**src/rtl/dec_pkg.sv**
```systemverilog
// Shared state and mode encodings for the dec_n_seq one-hot decoder.
package dec_pkg;

   typedef enum logic [1:0] {
      ST_IDLE   = 2'd0,
      ST_DIRECT = 2'd1,
      ST_SCAN   = 2'd2
   } state_e;

   localparam logic MODE_DIRECT = 1'b0;
   localparam logic MODE_SCAN   = 1'b1;

endpackage

```
**src/rtl/dec_onehot.sv**
```systemverilog
// Combinational SEL_W -> 2**SEL_W one-hot decoder, optionally one-cold.
module dec_onehot
   import dec_pkg::*;
#(
   parameter int SEL_W      = 3,
   parameter bit ACTIVE_LOW = 1'b0,
   localparam int OUT_W     = 2**SEL_W
) (
   input  logic [SEL_W-1:0] sel,
   output logic [OUT_W-1:0] out
);

   always_comb begin
      out      = '0;
      out[sel] = 1'b1;
      out      = out ^ {OUT_W{ACTIVE_LOW}};
   end

endmodule

```
**src/rtl/dec_n_seq.sv**
```systemverilog
// Registered N-to-2^N decoder with handshake and autonomous scan mode.
// Define DEC_N_SEQ_PARITY_EN to add odd-parity checking on DIRECT input.
module dec_n_seq
   import dec_pkg::*;
#(
   parameter int SEL_W      = 3,
   parameter int DWELL      = 4,
   parameter bit ACTIVE_LOW = 1'b0,
   localparam int OUT_W     = 2**SEL_W
) (
   input  logic             sys_clk,
   input  logic             sys_rst,
   input  logic             en,
   input  logic             mode,
   input  logic             in_valid,
   input  logic [SEL_W-1:0] in_sel,
`ifdef DEC_N_SEQ_PARITY_EN
   input  logic             in_par,
   output logic             par_err,
`endif
   output logic             in_ready,
   output logic [OUT_W-1:0] out,
   output logic             out_valid,
   output logic [SEL_W-1:0] cur_sel,
   output logic             wrap
);

   localparam int CNT_W = $clog2(DWELL + 1);
   localparam logic [CNT_W-1:0] CNT_LAST = CNT_W'(DWELL - 1);
   localparam logic [OUT_W-1:0] OUT_IDLE = {OUT_W{ACTIVE_LOW}};

   state_e           state_q, state_d;
   logic [CNT_W-1:0] cnt_q, cnt_d;
   logic [SEL_W-1:0] sel_q, sel_d;
   logic [OUT_W-1:0] out_q, out_d;
   logic [OUT_W-1:0] dec_out;
   logic             vld_q, vld_d;
   logic             wrap_q, wrap_d;
   logic             par_q, par_d;
   logic [SEL_W:0]   sel_inc;
   logic             par_ok;
   logic             xfer;

`ifdef DEC_N_SEQ_PARITY_EN
   assign par_ok  = ^{in_sel, in_par};
   assign par_err = par_q;
`else
   assign par_ok  = 1'b1;
`endif

   assign in_ready = (state_q == ST_DIRECT);
   assign xfer     = in_valid & in_ready & par_ok;
   // Carry out of the increment marks the wrap back to code 0.
   assign sel_inc  = {1'b0, sel_q} + (SEL_W + 1)'(1);

   always_comb begin
      if (!en) begin
         state_d = ST_IDLE;
      end else if (mode == MODE_DIRECT) begin
         state_d = ST_DIRECT;
      end else begin
         state_d = ST_SCAN;
      end
   end

   always_comb begin
      sel_d  = sel_q;
      vld_d  = vld_q;
      cnt_d  = '0;
      wrap_d = 1'b0;
      par_d  = in_valid & in_ready & ~par_ok;
      unique case (state_d)
         ST_IDLE: begin
            vld_d = 1'b0;
         end
         ST_DIRECT: begin
            if (state_q != ST_DIRECT) begin
               vld_d = 1'b0;
            end else if (xfer) begin
               sel_d = in_sel;
               vld_d = 1'b1;
            end
         end
         ST_SCAN: begin
            vld_d = 1'b1;
            if (state_q != ST_SCAN) begin
               sel_d = '0;
            end else if (cnt_q == CNT_LAST) begin
               sel_d  = sel_inc[SEL_W-1:0];
               wrap_d = sel_inc[SEL_W];
            end else begin
               cnt_d = cnt_q + 1'b1;
            end
         end
         default: begin
            vld_d = 1'b0;
         end
      endcase
   end

   dec_onehot #(
      .SEL_W      (SEL_W),
      .ACTIVE_LOW (ACTIVE_LOW)
   ) u_onehot (
      .sel (sel_d),
      .out (dec_out)
   );

   assign out_d = vld_d ? dec_out : OUT_IDLE;

   always_ff @(posedge sys_clk or posedge sys_rst) begin
      if (sys_rst) begin
         state_q <= ST_IDLE;
         cnt_q   <= '0;
         sel_q   <= '0;
         out_q   <= OUT_IDLE;
         vld_q   <= 1'b0;
         wrap_q  <= 1'b0;
         par_q   <= 1'b0;
      end else begin
         state_q <= state_d;
         cnt_q   <= cnt_d;
         sel_q   <= sel_d;
         out_q   <= out_d;
         vld_q   <= vld_d;
         wrap_q  <= wrap_d;
         par_q   <= par_d;
      end
   end

   assign out       = out_q;
   assign out_valid = vld_q;
   assign cur_sel   = sel_q;
   assign wrap      = wrap_q;

endmodule

```
**config.mk**
```make
export PLATFORM = sky130hd
export DESIGN_NAME = dec_n_seq
export DESIGN_NICKNAME = d
export VERILOG_FILES = /design/src/rtl/dec_pkg.sv /design/src/rtl/dec_onehot.sv /design/src/rtl/dec_n_seq.sv
export SDC_FILE = /design/constraint.sdc
export NUM_CORES = 1
export LEC_CHECK = 0
export ABC_AREA = 1
export BUFFER_PORTS_ARGS = -buffer_cell sky130_fd_sc_hd__clkbuf_2
export CORE_UTILIZATION = 53
export DETAILED_ROUTE_END_ITERATION = 16
export PLACE_DENSITY_LB_ADDON = 0.12
export SYNTH_ARGS = -nofsm -noshare
export SYNTH_HDL_FRONTEND = slang
export SYNTH_SLANG_ARGS = --single-unit
```
**constraint.sdc**
```tcl
create_clock -name sys_clk -period 3.3 [get_ports sys_clk]
set_input_delay 0.33 -clock sys_clk [delete_from_list [all_inputs] [get_ports sys_clk]]
set_output_delay 0.33 -clock sys_clk [all_outputs]
set_load 0.01 [all_outputs]
```
==> key figures, run 1 <==
Outcome
  – Outcome: completed

GRT
  – First-pass GRT wire length: 2.52 mm
  – Pin count of the biggest net entering global routing: 19
  – Initial antenna violation count: 0
  – Vias in the first global route: 617
  – Total GRT Usage: 24.6%
  – Congestion Overflow GR: 0

Placement
  – # port buffers: 21
  – Placer Congestion: 0.933
  – Final HPWL DP: 1.18 mm
  – Dpl cell area: 931 µm²
  – Pre-CTS setup slack: 1900 ps

Worst setup path
  – Worst Path Required: 3540 ps
  – Crit end category: flip-flop
  – Setup CP Type: reg2reg
  – Worst Path Arrival: 1660 ps
  – Worst setup SP type: flip-flop
  – Crit path max fanout: 5

Clock tree
  – Clk sinks: 18
  – CTS resizes: 0
  – # hold bufs at CTS: 0
  – Clk pin slew, worst setup/hold paths: 100 ps
  – CTS max path bufs: 2
  – CTS root buf: clkbuf_4
  – Htree depth: 1
  – CTS tree: yes
  – Cts bufs inserted: 3
  – Worst-Skew Late Latency: 300 ps
  – Post-CTS Setup Inserts: 0

Floorplanning
  – Row cnt: 13
  – DIE WIDTH: 41.0 µm
  – Initial Utilization: 59.1%
  – Core area: 1370 µm²
  – Vert. Die Dim: 41.0 µm
  – Die area: 1680 µm²
  – IO Pins: 22

STA
  – RSZ-0062 raised after global routing: false
  – Worst-Margin Slew: 643 ps
  – Setup violators final: 0
  – Worst Slack Setup Final: 1880 ps
  – Final period util: 42.9%
  – Setup TNS: 0 ps
  – Slew margin rel.: 57.1%
  – Skew final: 8.76 ps
  – Final Slew Violations: 0
  – Final Hold Fails: 0
  – Final Critical Period: 1420 ps
  – Fmax achieved: 0.706 GHz

Synth
  – Flop and latch count out of synthesis: 18
  – Warnings from Yosys: 0
  – Post-synth top cells: 23 x nand2_1, 18 x dfrtp_1, 16 x inv_1
  – Largest family of logic cells by synthesized area: simple AND/OR/NAND/NOR gates
  – Mux cell area share after synthesis: 0%
  – Synth Area in XOR/XNOR: 0%
  – Most common cell in the netlist: nand2_1
  – Synth Area in Compound Gates: 0.930%
  – Post-synthesis sequential area ratio: 55.8%
  – Synthesized instance count: 93
  – Top FF cell, synth: dfrtp_1
  – FFs w/ async S/R, synth: 100%
  – Synth top area share: 55.8%
  – Simple-Gate Fraction of Synth Area: 32.7%
  – Mapped Area: 807 µm²
  – Biggest area consumer among synthesized cells: dfrtp_1
  – Adder-cell share of the synthesized area: 3.10%
  – Synth unique cells: 15
  – Synth Net Count: 103
  – Avg Cell Area, Syn: 8.68 µm²
  – Synth top area cells: dfrtp_1 56%, nand2_1 11%, inv_1 7.4%
  – Post-synth EDFFs: 0

Power
  – Lkg Pwr: 0.000587 µW
  – Pwr per Cell Area: 430 nW/µm²
  – VDD IR max: 0.000316 V

Final layout
  – Antenna diode count: 0
  – Finished Cell Area: 967 µm²
  – Nets: 129
  – Area delta synth->final: 19.8%
  – Layout cells sized above 1: 28.0%

Drt
  – First-pass detailed-route iteration total: 4
  – Total Wirelength: 1.57 mm
  – Vias per cell: 5.00
  – DR iter-0 viols: 14
  – Routed wire per std cell: 11.8 µm
  – # DRC: 0
  – Routed vias: 665
  – Final ANT Viol Nets: 0

Run
  – Max cap viols: 0

Min path
  – Hold Path Class: in2async
[final timing paths]
kind	to	depth (start not counted)	start	slack, ps
min in group sys_clk	state_q[0]	2	mode	230
hold reg to reg	cnt_q[0]	1	cnt_q[0]	460
max in group asynchronous	cnt_q[1]	2	sys_rst	2810
setup / recovery	out[0]	9	cur_sel[0]	1880
setup reg to reg	out[0]	9	cur_sel[0]	1880
hold / removal	out[1]	2	sys_rst	70
[critical path, cell delays in order (launching register included)]
cell and delay [ps]:
dfrtp_1 440, ha_1 300, nand3b_1 150, nand2_1 70, nand2_1 40, nand2_1 60, nand2_2 80, inv_1 70
nand2_1 60, nor2_1 90
[final cells by class]
class / instances / area, µm²
Fill cell: 111 / 399
Tap cell: 15 / 18.8
Timing Repair Buffer: 21 / 105
Inverter: 16 / 60.1
Multi-Input combinational cell: 59 / 297
Sequential cell: 18 / 450
Clock buffer: 4 / 36.3
[logic make-up after synthesis]
family,Yosys count
DFF,18
adders and majority gates,2
and+or+nand+nor,56
AOI/OAI and AO/OA,1
buffers and inverters,16
[power by group]
group	internal, µW	leakage (µW)	switching, µW
clock	67.4	0.0000210	69.3
sequential	227	0.000246	5.11
combinational	16.2	0.000320	30.1
[cells in the final DEF (no fill, tap or decap), drive strengths merged]
cell type	count
nand3	8
nand2	26
nor3	2
ha	2
nor4	1
o211ai	1
clkbuf	25
inv	16
dfrtp	18
nor2	14
nand4	3
nand3b	2
[sequential cells by signal, summed over array words and instances (netlist names)]
name and count:
cnt_q 3, cur_sel 3, out 8, out_valid 1, state_q 2, wrap 1
[per-stage QoR]
| step | instances | hold WS [ps] | total power, µW | util, % |
|---|---|---|---|---|
| 6_report | 133 | 74.9 | 416 | 70.8 |
| 2_1_floorplan | 93 | 269 | 265 | - |
| 4_1_cts | 133 | 104 | 418 | 70.8 |
| 5_1_grt | 133 | 163 | 434 | 70.8 |
| 3_3_place_gp | 129 | 426 | 282 | 68.1 |
| 3_5_place_dp | 129 | 432 | 283 | 68.1 |
[layer usage]
layer	part of all wire, %	track usage [%]	vias to the layer above
li1	-	-	342
met1	48	30.0	290
met2	42	35.5	26
met3	6.8	8.70	7
met4	3.1	17.5	0
met5	0	0	-
(Power assumes the default switching activity.)
==> run 2: changes to the inputs <==
--- a/config.mk
+++ b/config.mk
@@ -7,7 +7,7 @@
 export LEC_CHECK = 0
 export ABC_AREA = 1
 export BUFFER_PORTS_ARGS = -buffer_cell sky130_fd_sc_hd__clkbuf_2
-export CORE_UTILIZATION = 53
+export CORE_UTILIZATION = 44
 export DETAILED_ROUTE_END_ITERATION = 16
 export PLACE_DENSITY_LB_ADDON = 0.12
 export SYNTH_ARGS = -nofsm -noshare
==> constraint.sdc (replaced) <==
create_clock -name sys_clk -period 1.2 [get_ports sys_clk]
set_input_delay 0.12 -clock sys_clk [delete_from_list [all_inputs] [get_ports sys_clk]]
set_output_delay 0.12 -clock sys_clk [all_outputs]
set_load 0.01 [all_outputs]
==> key figures, run 2 (synthesis gave the netlist of run 1 again) <==
Drt
  – Routed vias: 719 (+8.1%)
  – Vias per cell: 4.83 (-3.5%)
  – # DRC: 0 (unchanged)
  – Final ANT Viol Nets: 0 (unchanged)
  – Total Wirelength: 1.78 mm (+13%)
  – DR iter-0 viols: 6 (-8)
  – Routed wire per std cell: 11.9 µm (+1.1%)
  – First-pass detailed-route iteration total: 4 (unchanged)

Power
  – Psw: 284 µW (+170%)
  – Clock power share: 26.3% (-6.6 points)
  – Internal: 802 µW (+160%)
  – VDD IR max: 0.000690 V (+120%)
  – Pwr per Cell Area: 988 nW/µm² (+130%)
  – Power share of the combinational group: 14.9% (+3.8 points)
  – Lkg Pwr: 0.000610 µW (+4.0%)
  – Seq pwr share: 58.8% (+2.8 points)
  – Final Power: 1090 µW (+160%)
  – Sw frac: 26.2% (+1.0 points)

Final layout
  – # fillers: 163 (+47%)
  – Antenna diode count: 0 (unchanged)
  – Area delta synth->final: 36.3%
  – Nets: 136 (+5.4%)
  – Leading cell type in the layout, fill and taps excluded: clkbuf_2
  – Finished Cell Area: 1100 µm² (+14%)
  – Most frequent cells in the layout: 21 x clkbuf_2, 18 x nand2_1, 18 x dfrtp_1
  – Layout cells sized above 1: 45.2% (+17 points)
  – Max reg flops: 8 (unchanged)
  – Post-layout util: 63.7% (-7.1 points)
  – Fin cells: 149 (+12%)

STA
  – Setup violators final: 9 (+9)
  – Final period util: 112% (+69 points)
  – Final Hold Fails: 0 (unchanged)
  – Worst Slack Setup Final: -146 ps (-2030 ps)
  – Skew final: 2.22 ps (-6.54 ps)
  – WHS: 50.8 ps (-24.0 ps)
  – Final Slew Violations: 0 (unchanged)
  – Slew margin rel.: 80.4% (+23 points)
  – Final Critical Period: 1350 ps (-69.8 ps)
  – Fmax achieved: 0.743 GHz (+5.2%)
  – RSZ-0062 raised after global routing: true
  – Worst-Margin Slew: 293 ps (-350 ps)

Floorplanning
  – Die area: 2010 µm² (+19%)
  – IO Pins: 22 (unchanged)
  – Initial Utilization: 46.7% (-12 points)
  – Vert. Die Dim: 44.8 µm (+9.3%)
  – Core area: 1730 µm² (+26%)
  – Row cnt: 15 (+2)
  – DIE WIDTH: 44.8 µm (+9.3%)

Clock tree
  – Clk sinks: 18 (unchanged)
  – CTS tree: yes
  – CTS root buf: clkbuf_4
  – Worst-Skew Late Latency: 280 ps (-20 ps)
  – Clk pin slew, worst setup/hold paths: 90 ps (about the same)
  – Htree depth: 1 (unchanged)
  – Cts bufs inserted: 3 (unchanged)
  – CTS max path bufs: 2 (unchanged)

Placement
  – Dpl cell area: 988 µm² (+6.2%)
  – Placer Congestion: 0.788 (-15%)
  – Final HPWL DP: 1.29 mm (+9.6%)
  – Placed cell count: 145 (+12%)
  – # port buffers: 21 (unchanged)

Outcome
  – Failing checks: negative setup slack
  – Outcome: complete, but fails checks

Worst setup path
  – Worst Path Arrival: 1560 ps (-100 ps)
  – Worst Path Required: 1420 ps (-2120 ps)
  – Worst setup SP type: flip-flop
  – Cells along the critical path: ha_4 -> nand3b_1 -> nand2_1 -> nand2_1 -> nand2_1 -> nand2_2 -> inv_2 -> nand2_2 -> nor2_1
  – Critical path's largest stage delay: 420 ps (-20 ps)
  – Setup CP Type: reg2reg
  – Crit path max fanout: 4 (-1)
  – Crit end category: flip-flop
  – Critical-path top delay cell: dfrtp_1
  – CP most frequent cell: nand2_1
  – Worst Path Buf+Inv: 1 (unchanged)
  – CP top delay family: simple AND/OR/NAND/NOR gates

GRT
  – Vias in the first global route: 707 (+15%)
  – Initial antenna violation count: 0 (unchanged)
  – Congestion Overflow GR: 0 (unchanged)
  – First-pass GRT wire length: 2.95 mm (+17%)
  – Total GRT Usage: 20.6% (-4.0 points)
  – Pin count of the biggest net entering global routing: 19 (unchanged)

Run
  – Max cap viols: 0 (unchanged)

Min path
  – Hold Path Class: in2reg
## run 2: cell count changes in the layout (fill, tap and decap cells not counted), moves of 2 or more
| cell | delta |
|---|---|
| buf_4 | +6 |
| nand2_1 | -5 |
| nand2_2 | +5 |
| inv_1 | -4 |
| inv_2 | +4 |
| nand3_1 | -4 |
| nand3_2 | +4 |
| ha_1 | -2 |
| ha_4 | +2 |
| nor2_1 | -2 |
| nor2_4 | +2 |
## run 2: worst reg2reg max path, stage by stage, from the launching register on
cell,delay [ps]
dfrtp_1,420
ha_4,240
nand3b_1,140
nand2_1,60
nand2_1,40
nand2_1,70
nand2_2,80
inv_2,80
nand2_2,50
nor2_1,100
## run 2: final cells by class
type	count	area (µm²)	area share [%]
flip-flops and latches	18	450	41.0
multi-input cells	59	375	34.1
repair buffers	28	160	14.6
inverters	16	60.1	5.46
well taps	25	31.3	2.84
clock buffers	3	22.5	2.05
## run 2: timing repair
action	4_1_cts	5_1_grt
gates cloned	0	0
pin swaps	10	5
endpoints found under the setup margin	12	10
hold buffers	1	0
resized for setup	17	4
endpoints found under the hold margin	18	0
setup buffers	0	0
## run 2: worst paths after layout
| path | depth (start not counted) | from | slack (ps) | endpoint |
|---|---|---|---|---|
| max | 9 | cur_sel[0] | -150 | out[4] |
| min reg2reg | 1 | cnt_q[0] | 490 | cnt_q[0] |
| min | 2 | mode | 50 | state_q[0] |
| max in group asynchronous | 4 | sys_rst | 650 | cnt_q[0] |
| min in group asynchronous | 4 | sys_rst | 360 | out[0] |
| max reg2reg | 9 | cur_sel[0] | -150 | out[4] |
## run 2: power groups by stage
stage	Sequential, µW	Combinational [µW]	Clock [µW]
3_3_place_gp	648	138	0
6_report	639	162	286
2_1_floorplan	657	72.2	0
3_5_place_dp	649	141	0
5_1_grt	641	180	318
4_1_cts	639	160	295
## run 2: routing by layer
layer,global-route usage [%],wire [µm],part of all wire [%],vias up
li1,-,-,-,352
met1,24.2,752,42,343
met5,0,0,0,-
met4,9.09,34,1.9,0
met3,4.80,75,4.2,6
met2,35.9,912,51,18
## run 2: per-stage QoR
| stage | setup WS, ps | setup TNS, ps |
|---|---|---|
| finish | -146 | -911 |
| CTS | -173 | -1120 |
| global placement | -191 | -1440 |
| floorplan | -110 | -846 |
| global route | -224 | -1740 |
| detailed placement | -263 | -1960 |
